**src/rtl/uart_rx.sv**
```systemverilog
// 8N1 UART receiver: double-flop synchronised rx line, mid-bit sampling,
// one-cycle valid / framing-error strobes and a break-hold state.
`timescale 1ns/1ps
module uart_rx #(
    parameter int CLKS_PER_BIT = 868
) (
    input  logic       clk,
    input  logic       reset,
    input  logic       rx,
    output logic [7:0] uart_data,
    output logic       data_valid,
    output logic       frame_err,
    output logic       busy
);

    localparam int HALF_BIT = CLKS_PER_BIT / 2;
    localparam int CW       = $clog2(CLKS_PER_BIT);
    localparam logic [CW-1:0] HALF_LAST = CW'(HALF_BIT - 1);
    localparam logic [CW-1:0] BIT_LAST  = CW'(CLKS_PER_BIT - 1);

    typedef enum logic [2:0] {
        IDLE  = 3'd0,
        START = 3'd1,
        DATA  = 3'd2,
        STOP  = 3'd3,
        BRK   = 3'd4
    } state_t;

    logic          rx_meta_q;
    logic          rx_s_q;
    state_t        state_q;
    logic [CW-1:0] cnt_q;
    logic [2:0]    bit_idx_q;
    logic [7:0]    shift_q;
    logic [7:0]    shift_d;
    logic [7:0]    data_q;
    logic          dv_q;
    logic          fe_q;
    logic          busy_q;

    // Shift register with the current sample inserted at the bit index
    always_comb begin
        shift_d            = shift_q;
        shift_d[bit_idx_q] = rx_s_q;
    end

    // Two-flop synchroniser; idles high so reset never looks like a start bit
    always_ff @(posedge clk) begin
        if (reset) begin
            rx_meta_q <= 1'b1;
            rx_s_q    <= 1'b1;
        end else begin
            rx_meta_q <= rx;
            rx_s_q    <= rx_meta_q;
        end
    end

    // Receive FSM with registered strobes and busy flag
    always_ff @(posedge clk) begin
        if (reset) begin
            state_q   <= IDLE;
            cnt_q     <= '0;
            bit_idx_q <= 3'd0;
            shift_q   <= 8'h00;
            data_q    <= 8'h00;
            dv_q      <= 1'b0;
            fe_q      <= 1'b0;
            busy_q    <= 1'b0;
        end else begin
            dv_q <= 1'b0;
            fe_q <= 1'b0;
            case (state_q)
                IDLE: begin
                    cnt_q <= '0;
                    if (!rx_s_q) begin
                        state_q <= START;
                        busy_q  <= 1'b1;
                    end else begin
                        busy_q  <= 1'b0;
                    end
                end
                START: begin
                    if (cnt_q == HALF_LAST) begin
                        cnt_q <= '0;
                        if (!rx_s_q) begin
                            state_q   <= DATA;
                            bit_idx_q <= 3'd0;
                        end else begin
                            state_q <= IDLE;
                            busy_q  <= 1'b0;
                        end
                    end else begin
                        cnt_q <= cnt_q + 1'b1;
                    end
                end
                DATA: begin
                    if (cnt_q == BIT_LAST) begin
                        cnt_q     <= '0;
                        shift_q   <= shift_d;
                        bit_idx_q <= bit_idx_q + 3'd1;
                        if (bit_idx_q == 3'd7) begin
                            state_q <= STOP;
                        end else begin
                            state_q <= DATA;
                        end
                    end else begin
                        cnt_q <= cnt_q + 1'b1;
                    end
                end
                STOP: begin
                    if (cnt_q == BIT_LAST) begin
                        cnt_q <= '0;
                        if (rx_s_q) begin
                            data_q  <= shift_q;
                            dv_q    <= 1'b1;
                            state_q <= IDLE;
                            busy_q  <= 1'b0;
                        end else begin
                            fe_q    <= 1'b1;
                            state_q <= BRK;
                        end
                    end else begin
                        cnt_q <= cnt_q + 1'b1;
                    end
                end
                BRK: begin
                    // A held-low line must go high before a new start is accepted
                    cnt_q <= '0;
                    if (rx_s_q) begin
                        state_q <= IDLE;
                        busy_q  <= 1'b0;
                    end else begin
                        state_q <= BRK;
                    end
                end
                default: begin
                    state_q <= IDLE;
                    cnt_q   <= '0;
                    busy_q  <= 1'b0;
                end
            endcase
        end
    end

    assign uart_data  = data_q;
    assign data_valid = dv_q;
    assign frame_err  = fe_q;
    assign busy       = busy_q;

endmodule

```
**config.mk**
```make
export PLATFORM = sky130hd
export DESIGN_NAME = uart_rx
export DESIGN_NICKNAME = d
export VERILOG_FILES = /design/src/rtl/uart_rx.sv
export SDC_FILE = /design/constraint.sdc
export NUM_CORES = 1
export LEC_CHECK = 0
export BUFFER_PORTS_ARGS = -buffer_cell sky130_fd_sc_hd__buf_4
export CORE_MARGIN = 10
export CORE_UTILIZATION = 50
export DETAILED_ROUTE_END_ITERATION = 10
export GPL_TIMING_DRIVEN = 1
export PLACE_DENSITY = 0.72
export SLEW_MARGIN = 30
export SYNTH_ARGS = -nofsm -noshare
export SYNTH_HDL_FRONTEND = slang
export SYNTH_SLANG_ARGS = --single-unit
```
**constraint.sdc**
```tcl
create_clock -name clk -period 2.1 [get_ports clk]
set_clock_uncertainty 0.15 [all_clocks]
set_input_delay 0 -clock clk [delete_from_list [all_inputs] [get_ports clk]]
set_output_delay 0 -clock clk [all_outputs]
set_load 0.01 [all_outputs]
```
==> results of run 1 <==
-- flip-flops by register name (all words and copies together), names as in the netlist --
name,cells
uart_data,8
rx_s_q,1
rx_meta_q,1
bit_idx_q,3
busy,1
shift_q,8
frame_err,1
cnt_q,10
data_valid,1
state_q,3
-- final timing paths --
kind	startpoint	end	slack (ns)	cells after the start
max	cnt_q[0]$_SDFF_PP0_	uart_data[5]$_SDFFE_PP0P_	0.15	6
min	rx_meta_q$_SDFF_PP1_	rx_s_q$_SDFF_PP1_	0.26	1
max reg2reg	cnt_q[0]$_SDFF_PP0_	uart_data[5]$_SDFFE_PP0P_	0.15	6
min reg2reg	rx_meta_q$_SDFF_PP1_	rx_s_q$_SDFF_PP1_	0.26	1
-- worst reg2reg max path: stages, from the launching register on --
cell and delay, ns:
dfxtp_1 0.40, ha_1 0.23, nor2b_1 0.26, nand2_1 0.19, nor3_2 0.20, buf_4 0.22
mux2i_1 0.23
-- through the flow --
stage / utilization (%) / power (mW) / instance area [sq um] / hold WS [ns]
finish: 57.85 / 1.281 / 2102 / 0.2610
global route: 57.85 / 1.336 / 2102 / 0.2745
CTS: 57.85 / 1.296 / 2102 / 0.2617
detailed placement: 55.03 / 0.8161 / 1999 / 0.03897
global placement: 55.03 / 0.8169 / 1999 / 0.03650
floorplan: - / 0.7935 / 1867 / -0.04619
-- per-layer routing --
| layer | up-vias | wire length, um | global-route usage, % |
|---|---|---|---|
| met5 | - | 0 | 0 |
| met4 | 0 | 74 | 5.536 |
| met3 | 12 | 228 | 4.194 |
| met2 | 38 | 1645 | 18.07 |
| met1 | 664 | 1648 | 14.02 |
| li1 | 747 | - | - |
-- cell type report --
class,instances,area [sq um],area share (%)
Clock inverter,2,10.01,0.4762
Inverter,4,15.01,0.7143
Timing Repair Buffer,21,162.7,7.738
Clock buffer,6,72.57,3.452
Sequential cell,37,740.7,35.24
Tap cell,48,60.06,2.857
Multi-Input combinational cell,150,1041,49.52
-- layout by cell type (no fill, tap or decap), types with 5 or more instances in the layout --
| cell | netlist | routed |
|---|---|---|
| a21oi_1 | 12 | 12 |
| buf_4 | 2 | 19 |
| clkbuf_8 | 0 | 5 |
| dfxtp_1 | 37 | 37 |
| mux2i_1 | 11 | 11 |
| nand2_1 | 9 | 9 |
| nand2b_1 | 24 | 24 |
| nand3_1 | 7 | 7 |
| nand4_1 | 8 | 8 |
| nor2_1 | 17 | 17 |
| nor2b_1 | 6 | 6 |
| o21ai_0 | 8 | 8 |
| xor2_1 | 5 | 5 |
-- power by group through the flow --
stage / combinational [mW] / clock, mW / sequential [mW]
after floorplan: 0.0620 / 0 / 0.732
after global placement: 0.0776 / 0 / 0.739
after detailed placement: 0.0768 / 0 / 0.739
after CTS: 0.0803 / 0.493 / 0.723
after global routing: 0.0885 / 0.523 / 0.724
final: 0.0796 / 0.478 / 0.723
-- kinds of logic (layout without fill, tap and decap cells) --
group                    count (synthesis)  in the layout  synth area share (%)
adder cells (fa/ha/maj)                  4              4                 2.681
multiplexers                            11             11                 5.898
AO/OA/AOI/OAI                           34             34                 12.53
XOR/XNOR                                 8              8                 3.754
AND/OR/NAND/NOR                         93             93                 30.90
flip-flops                              37             37                 39.68
buffers and inverters                   18             33                 4.557
-- repair_timing --
action	in CTS	in global routing
setup endpoints to repair	0	0
hold buffers	2	0
endpoints found under the hold margin	12	0
==> impl_metrics.py, run 1 <==
metrics = {
    "global_route": {
        "antenna_found_initial": 0,
        "overflow": 0,
        "grt_max_degree": 35,
        "grt_pass1_wl_um": 6120,
        "grt_pass1_vias": 1333,
        "track_usage_pct": 11.63,
    },
    "critical_path": {
        "max_stage_delay_ns": 0.40,
        "cp-start-kind": "register",
        "crit_path_cell_trace": "ha_1 > nor2b_1 > nand2_1 > nor3_2 > buf_4 > mux2i_1",
        "critPathTopFamily": "simple AND/OR/NAND/NOR gates",
        "worst-setup-path-type": "reg2reg",
        "required_ns": 2.16,
        "cp_num_buf_inv": 1,
        "cp_slowest_cell": "dfxtp_1",
        "cp.arrival_ns": 2.01,
        "end_kind": "register",
        "cp_max_fo": 9,
    },
    "finish": {
        "fin_cells": 268,
        "antenna_cells": 0,
        "fillers": 334,
        "area_growth_pct": 12.60,
        "drive_above_1_share_pct": 17.73,
        "nNetsFinal": 226,
    },
    "power_and_ir_drop": {
        "power_density_mw_per_mm2": 609.3,
        "clkPwrFrac_pct": 37.3,
        "switching_share_pct": 23.69,
        "internal-power_mw": 0.9774,
        "vdd_drop_max_uv": 447.3,
        "power_frac_comb_pct": 6.2,
        "p_seq_share_pct": 56.5,
        "power.switching_mw": 0.3034,
        "p_leak_nw": 0.7459,
    },
    "timing": {
        "fmax_ghz": 0.5134,
        "finalHoldViolations": 0,
        "timing.setup.tns_ns": 0,
        "period_share_pct": 92.76,
        "min_period_ns": 1.948,
        "finalSetupViolCount": 0,
        "drv_slew": 0,
        "setup_ws_ns": 0.1521,
        "rsz0062_at_grt": "false",
        "worst_pin_slew_ns": 0.4953,
        "relSlewSlack_pct": 66.93,
    },
    "placement": {
        "port_buffers": 13,
        "dp_cells": 258,
        "gp_congestion": 0.8574,
        "dp_slack_ns": 0.1846,
        "dp_hpwl_um": 2507,
    },
    "yosys": {
        "syn_nets": 212,
        "synth.distinct_cells": 47,
        "ys_seq_area_share_pct": 39.68,
        "synth_area_per_cell_sq_um": 9.106,
        "ys_async_sr_fraction_pct": 0,
        "syn_area_sq_mm": 0.001867,
        "synth_warnings": 0,
        "synth-edff-count": 0,
        "synth.most_common_cell": "dfxtp_1",
        "synthTopCellsByArea": "dfxtp_1 40%, nand2b_1 8.0%, mux2i_1 5.9%",
        "yosys.area.top_type": "dfxtp_1",
        "yosys_most_used_dff": "dfxtp_1",
        "synth_seq_cells": 37,
        "synth_top_area_share_pct": 39.68,
        "netlist_top_cells_count": "37 x dfxtp_1, 24 x nand2b_1, 17 x nor2_1, 12 x a21oi_1, 11 x mux2i_1",
        "syn_inst": 205,
    },
    "route": {
        "drc_errors": 0,
        "finalWirelength_um": 3596,
        "ant_nets": 0,
        "dr_total_vias": 1461,
        "vias_per_cell": 5.451,
        "first_pass_iters": 4,
        "drt-initial-drc-count": 156,
        "routedWlPerCell_um": 13.42,
    },
    "cts": {
        "numCtsBuffers": 5,
        "clock_sinks": 37,
        "clock_path_buffers": 2,
        "cts_tree": "yes",
        "cts_resized": 0,
        "cts.clk_slew.worst_paths_ns": 0.07,
        "insertion_delay_ns": 0.29,
        "root_buffer": "clkbuf_8",
        "cts_setup_buffers": 0,
        "htreeDepth": 2,
    },
    "floorplan": {
        "die_area_sq_mm": 0.006578,
        "die_h_um": 81.11,
        "rows": 22,
        "start_util_pct": 51.38,
        "ios": 14,
        "fp.dieW_um": 81.11,
        "core_sq_mm": 0.003633,
    },
    "run": {
        "max_cap_viol_count": 0,
    },
    "outcome": {
        "status": "complete, no violations",
    },
    "hold_path": {
        "hold_class": "reg2reg",
    },
}
(Power assumes the default switching activity.)
==> run 2, diff against run 1 <==
--- a/config.mk
+++ b/config.mk
@@ -6,11 +6,14 @@
 export NUM_CORES = 1
 export LEC_CHECK = 0
 export BUFFER_PORTS_ARGS = -buffer_cell sky130_fd_sc_hd__buf_4
+export CELL_PAD_IN_SITES_DETAIL_PLACEMENT = 1
+export CELL_PAD_IN_SITES_GLOBAL_PLACEMENT = 1
 export CORE_MARGIN = 10
-export CORE_UTILIZATION = 50
+export CORE_UTILIZATION = 45
 export DETAILED_ROUTE_END_ITERATION = 10
 export GPL_TIMING_DRIVEN = 1
-export PLACE_DENSITY = 0.72
+export PLACE_DENSITY = 0.82
+export REMOVE_ABC_BUFFERS = 1
 export SLEW_MARGIN = 30
 export SYNTH_ARGS = -nofsm -noshare
 export SYNTH_HDL_FRONTEND = slang
==> impl_metrics.py, run 2 (synthesized netlist as in run 1, its figures left out) <==
metrics = {
    "outcome": {
        "status": "complete, no violations",
    },
    "critical_path": {
        "r2r_end": "shift_q[4]$_SDFFE_PP0P_",
        "end_kind": "register",
        "rrSetupSlack_ns": 0.1,
        "required_ns": 2.14,
        "startpoint": "cnt_q[0]$_SDFF_PP0_",
        "cp_max_fo": 5,
        "cp.arrival_ns": 2.04,
        "rr_worst_depth": 6,
        "cp-start-kind": "register",
        "reg2reg_from": "cnt_q[0]$_SDFF_PP0_",
        "worst-setup-path-type": "reg2reg",
    },
    "finish": {
        "antenna_cells": 0,
        "nNetsFinal": 226,
        "final_common_cell": "dfxtp_1",
        "largest-register": "cnt_q",
        "final_util_pct": 54.43,
        "area_growth_pct": 16.62,
        "drive_above_1_share_pct": 19.55,
        "final_cell_mix": "37 x dfxtp_1, 24 x nand2b_1, 19 x buf_4, 17 x nor2_1, 12 x a21oi_1",
        "fin_area_sq_mm": 0.002177,
        "largest_register_ff_count": 10,
        "fin_cells": 270,
    },
    "cts": {
        "cts.clk_slew.worst_paths_ns": 0.08,
        "clock_path_buffers": 2,
        "htreeDepth": 2,
        "clock_sinks": 37,
        "insertion_delay_ns": 0.30,
        "cts_tree": "yes",
        "numCtsBuffers": 5,
        "root_buffer": "clkbuf_8",
    },
    "timing": {
        "period_share_pct": 95.48,
        "setup_ws_ns": 0.09501,
        "relSlewSlack_pct": 67.98,
        "worst_pin_slew_ns": 0.4796,
        "finalHoldViolations": 0,
        "fmax_ghz": 0.4988,
        "hold_slack_ns": 0.2749,
        "min_period_ns": 2.005,
        "finalSetupViolCount": 0,
        "drv_slew": 0,
    },
    "run": {
        "max_cap_viol_count": 0,
    },
    "hold_path": {
        "holdPathStages": 3,
        "hold_path_end": "rx_meta_q$_SDFF_PP1_",
        "hold_class": "in2reg",
        "hold_start": "rx",
    },
    "placement": {
        "gp_congestion": 0.8339,
        "dp_slack_ns": 0.05299,
        "dpl-instance-area_sq_mm": 0.002002,
        "dp_hpwl_um": 3267,
        "port_buffers": 13,
        "dp_cells": 260,
    },
    "power_and_ir_drop": {
        "p_seq_share_pct": 46.8,
        "power_frac_comb_pct": 5.5,
        "internal-power_mw": 1.220,
        "switching_share_pct": 21.24,
        "power.switching_mw": 0.3289,
        "clkPwrFrac_pct": 47.6,
        "vdd_drop_max_uv": 551.7,
        "power_density_mw_per_mm2": 711.3,
        "p_leak_nw": 0.7727,
    },
    "global_route": {
        "track_usage_pct": 13.38,
        "grt_pass1_vias": 1658,
        "grt_max_degree": 35,
        "overflow": 0,
        "grt_pass1_wl_um": 8010,
        "antenna_found_initial": 0,
    },
    "route": {
        "first_pass_iters": 4,
        "finalWirelength_um": 4612,
        "drt-initial-drc-count": 90,
        "routedWlPerCell_um": 17.08,
        "ant_nets": 0,
        "dr_total_vias": 1520,
        "vias_per_cell": 5.630,
        "drc_errors": 0,
    },
    "floorplan": {
        "ios": 14,
        "start_util_pct": 46.67,
        "fp.dieW_um": 84.41,
        "core_sq_mm": 0.004000,
        "die_area_sq_mm": 0.007125,
        "rows": 23,
        "die_h_um": 84.41,
    },
}
## run 2: power groups by stage
stage	clock network [mW]	registers, mW	logic, mW
6_report	0.738	0.725	0.0859
5_1_grt	0.780	0.727	0.0963
4_1_cts	0.752	0.725	0.0822
3_5_place_dp	0	0.741	0.0786
3_3_place_gp	0	0.739	0.0740
2_1_floorplan	0	0.738	0.0482
## run 2: worst max path at each step
stage                                      to  cells past startpoint
floorplan           uart_data[0]$_SDFFE_PP0P_                      5
global placement          cnt_q[4]$_SDFF_PP0_                      5
detailed placement        cnt_q[2]$_SDFF_PP0_                      5
CTS                       cnt_q[2]$_SDFF_PP0_                      5
global route          shift_q[4]$_SDFFE_PP0P_                      6
finish                shift_q[4]$_SDFFE_PP0P_                      6
## run 2: worst max-delay path, cell delays in order, from the launching register on
cell     delay (ns)
dfxtp_1        0.41
ha_1           0.25
nor2b_2        0.28
buf_4          0.19
nand4_1        0.23
o31ai_2        0.30
a21oi_1        0.10
## run 2: layer usage
metal  GRT usage, %  up-vias  part of all wire, %  routed length (um)
li1               -      751                    -                   -
met1          15.30      734                   46                2110
met2          22.06       26                   48                2198
met3          5.121        9                  4.9                 226
met4          5.090        0                  1.7                  77
met5              0        -                    0                   0
## run 2: per-stage QoR
step / setup TNS (ns) / total power [mW]
floorplan: -0.4213 / 0.7860
global placement: 0 / 0.8130
detailed placement: 0 / 0.8197
CTS: 0 / 1.559
global route: -0.04769 / 1.603
finish: 0 / 1.549
## run 2: area by class of cell
type / instances / area [sq um]
clock inverters: 3 / 65.06
multi-input cells: 150 / 1062
flip-flops and latches: 37 / 740.7
clock buffers: 5 / 68.82
fillers: 460 / 1823
well taps: 50 / 62.56
repair buffers: 21 / 162.7
inverters: 4 / 15.01
## run 2: what timing repair did
| item | CTS | global route |
|---|---|---|
| resized for setup | 0 | 4 |
| setup endpoints to repair | 0 | 27 |
| setup buffers | 0 | 0 |
| endpoints found under the hold margin | 12 | 0 |
| hold buffers | 2 | 0 |
==> run 3, diff against run 2 <==
--- a/config.mk
+++ b/config.mk
@@ -12,7 +12,7 @@
 export CORE_UTILIZATION = 45
 export DETAILED_ROUTE_END_ITERATION = 10
 export GPL_TIMING_DRIVEN = 1
-export PLACE_DENSITY = 0.82
+export PLACE_DENSITY = 0.75
 export REMOVE_ABC_BUFFERS = 1
 export SLEW_MARGIN = 30
 export SYNTH_ARGS = -nofsm -noshare
==> impl_metrics.py, run 3 (synthesized netlist as in run 1, its figures left out) <==
metrics = {
    "finish": {
        "antenna_cells": 0,
        "fillers": 482,
        "largest-register": "cnt_q",
        "drive_above_1_share_pct": 17.51,
        "final_common_cell": "dfxtp_1",
        "multi_input_area_sq_mm": 0.001044,
        "area_growth_pct": 12.00,
        "final_cell_mix": "37 x dfxtp_1, 24 x nand2b_1, 18 x buf_4, 17 x nor2_1, 12 x a21oi_1",
        "nNetsFinal": 225,
        "regArea_sq_um": 740.7,
        "largest_register_ff_count": 10,
        "final_util_pct": 52.27,
    },
    "floorplan": {
        "fp.dieW_um": 84.41,
        "start_util_pct": 46.67,
        "core_sq_mm": 0.004000,
        "die_h_um": 84.41,
        "ios": 14,
        "rows": 23,
        "die_area_sq_mm": 0.007125,
    },
    "critical_path": {
        "rr_worst_depth": 5,
        "cp_slowest_cell": "o221ai_2",
        "worst-setup-path-type": "reg2reg",
        "cp_max_fo": 10,
        "end_kind": "register",
        "crit_path_cell_trace": "ha_1 > and4bb_2 > a41oi_1 > o221ai_2 > nor2_1",
        "max_stage_delay_ns": 0.50,
        "r2r_end": "cnt_q[9]$_SDFF_PP0_",
        "reg2reg_from": "cnt_q[0]$_SDFF_PP0_",
        "cp.arrival_ns": 1.97,
        "rrSetupSlack_ns": 0.14,
        "required_ns": 2.11,
        "cp-start-kind": "register",
    },
    "timing": {
        "min_period_ns": 1.956,
        "rsz0062_at_grt": "false",
        "setup_ws_ns": 0.1436,
        "finalHoldViolations": 0,
        "worst_pin_slew_ns": 0.5377,
        "drv_slew": 0,
        "timing.setup.tns_ns": 0,
        "finalSetupViolCount": 0,
        "relSlewSlack_pct": 64.15,
        "fmax_ghz": 0.5111,
        "period_share_pct": 93.16,
    },
    "run": {
        "max_cap_viol_count": 0,
    },
    "placement": {
        "port_buffers": 13,
        "gp_congestion": 0.8240,
        "dp_slack_ns": 0.08882,
        "dp_hpwl_um": 3185,
    },
    "power_and_ir_drop": {
        "switching_share_pct": 23.20,
        "power_frac_comb_pct": 6.6,
        "p_leak_nw": 0.7364,
        "internal-power_mw": 0.9649,
        "p_seq_share_pct": 57.5,
        "clkPwrFrac_pct": 35.9,
        "power.switching_mw": 0.2914,
        "vdd_drop_max_uv": 391.5,
        "totalPowerFinal_mw": 1.256,
        "power_density_mw_per_mm2": 600.9,
    },
    "route": {
        "top_layer": "met4",
        "routedWlPerCell_um": 16.26,
        "wl_met2_um": 2052,
        "wl_met3_um": 171,
        "met1Wirelength_um": 2095,
        "drt-initial-drc-count": 74,
        "ant_nets": 0,
        "finalWirelength_um": 4341,
        "vias_per_cell": 5.637,
        "drc_errors": 0,
        "first_pass_iters": 4,
        "dr_total_vias": 1505,
    },
    "global_route": {
        "track_usage_pct": 12.63,
        "grt_pass1_wl_um": 7617,
        "grt_max_degree": 35,
        "antenna_found_initial": 0,
        "grt_pass1_vias": 1592,
        "overflow": 0,
    },
    "cts": {
        "cts.clk_slew.worst_paths_ns": 0.07,
        "cts_setup_buffers": 0,
        "cts_tree": "yes",
        "clock_path_buffers": 2,
        "clock_sinks": 37,
        "insertion_delay_ns": 0.29,
        "numCtsBuffers": 5,
        "htreeDepth": 2,
        "root_buffer": "clkbuf_8",
    },
    "outcome": {
        "status": "complete, no violations",
    },
    "hold_path": {
        "hold_path_end": "rx_s_q$_SDFF_PP1_",
        "holdPathStages": 1,
        "hold_start": "rx_meta_q$_SDFF_PP1_",
        "hold_class": "reg2reg",
    },
}
run 3: power by group through the flow:
stage	combinational, mW	sequential, mW	clock, mW
finish	0.0828	0.723	0.451
global route	0.0933	0.724	0.499
CTS	0.0832	0.722	0.467
detailed placement	0.0798	0.739	0
global placement	0.0773	0.737	0
floorplan	0.0482	0.738	0
run 3: worst max-delay path by stage:
stage	start	endpoint	slack, ns	cells past startpoint
2_1_floorplan	cnt_q[0]$_SDFF_PP0_	uart_data[0]$_SDFFE_PP0P_	-0.05	5
5_1_grt	cnt_q[0]$_SDFF_PP0_	cnt_q[9]$_SDFF_PP0_	0.006	5
6_report	cnt_q[0]$_SDFF_PP0_	cnt_q[9]$_SDFF_PP0_	0.14	5
3_5_place_dp	cnt_q[0]$_SDFF_PP0_	cnt_q[9]$_SDFF_PP0_	0.09	5
3_3_place_gp	cnt_q[0]$_SDFF_PP0_	cnt_q[3]$_SDFF_PP0_	0.18	5
4_1_cts	cnt_q[0]$_SDFF_PP0_	uart_data[4]$_SDFFE_PP0P_	0.05	6
run 3: layer usage:
layer  vias up  global-route usage (%)
met5         -                       0
met3         2                   4.251
met1       738                   15.83
li1        745                       -
met2        20                   20.06
met4         0                   3.593
run 3: critical path, delay by kind of cell (launching register included):
kind	cells	cell delay, ns
AOI/OAI and AO/OA	2	0.69
adders and majority gates	1	0.19
DFF	1	0.40
and+or+nand+nor	2	0.41
run 3: stage by stage:
stage | area (sq um) | hold WS, ns | instances
2_1_floorplan | 1797 | -0.08093 | 191
3_3_place_gp | 1994 | 0.03949 | 259
3_5_place_dp | 1994 | 0.04285 | 259
4_1_cts | 2088 | 0.2729 | 267
5_1_grt | 2091 | 0.2995 | 267
6_report | 2091 | 0.2683 | 267
run 3: timing repair:
action,4_1_cts,5_1_grt
setup endpoints to repair,0,26
gates resized for setup,0,1
hold endpoints to repair,12,0
hold buffers,2,0
run 3: final cells by class:
class	count	area share, %
Timing Repair Buffer	20	7.421
Clock buffer	5	3.291
Tap cell	50	2.992
Clock inverter	1	0.2394
Multi-Input combinational cell	150	49.91
Inverter	4	0.7181
Sequential cell	37	35.43
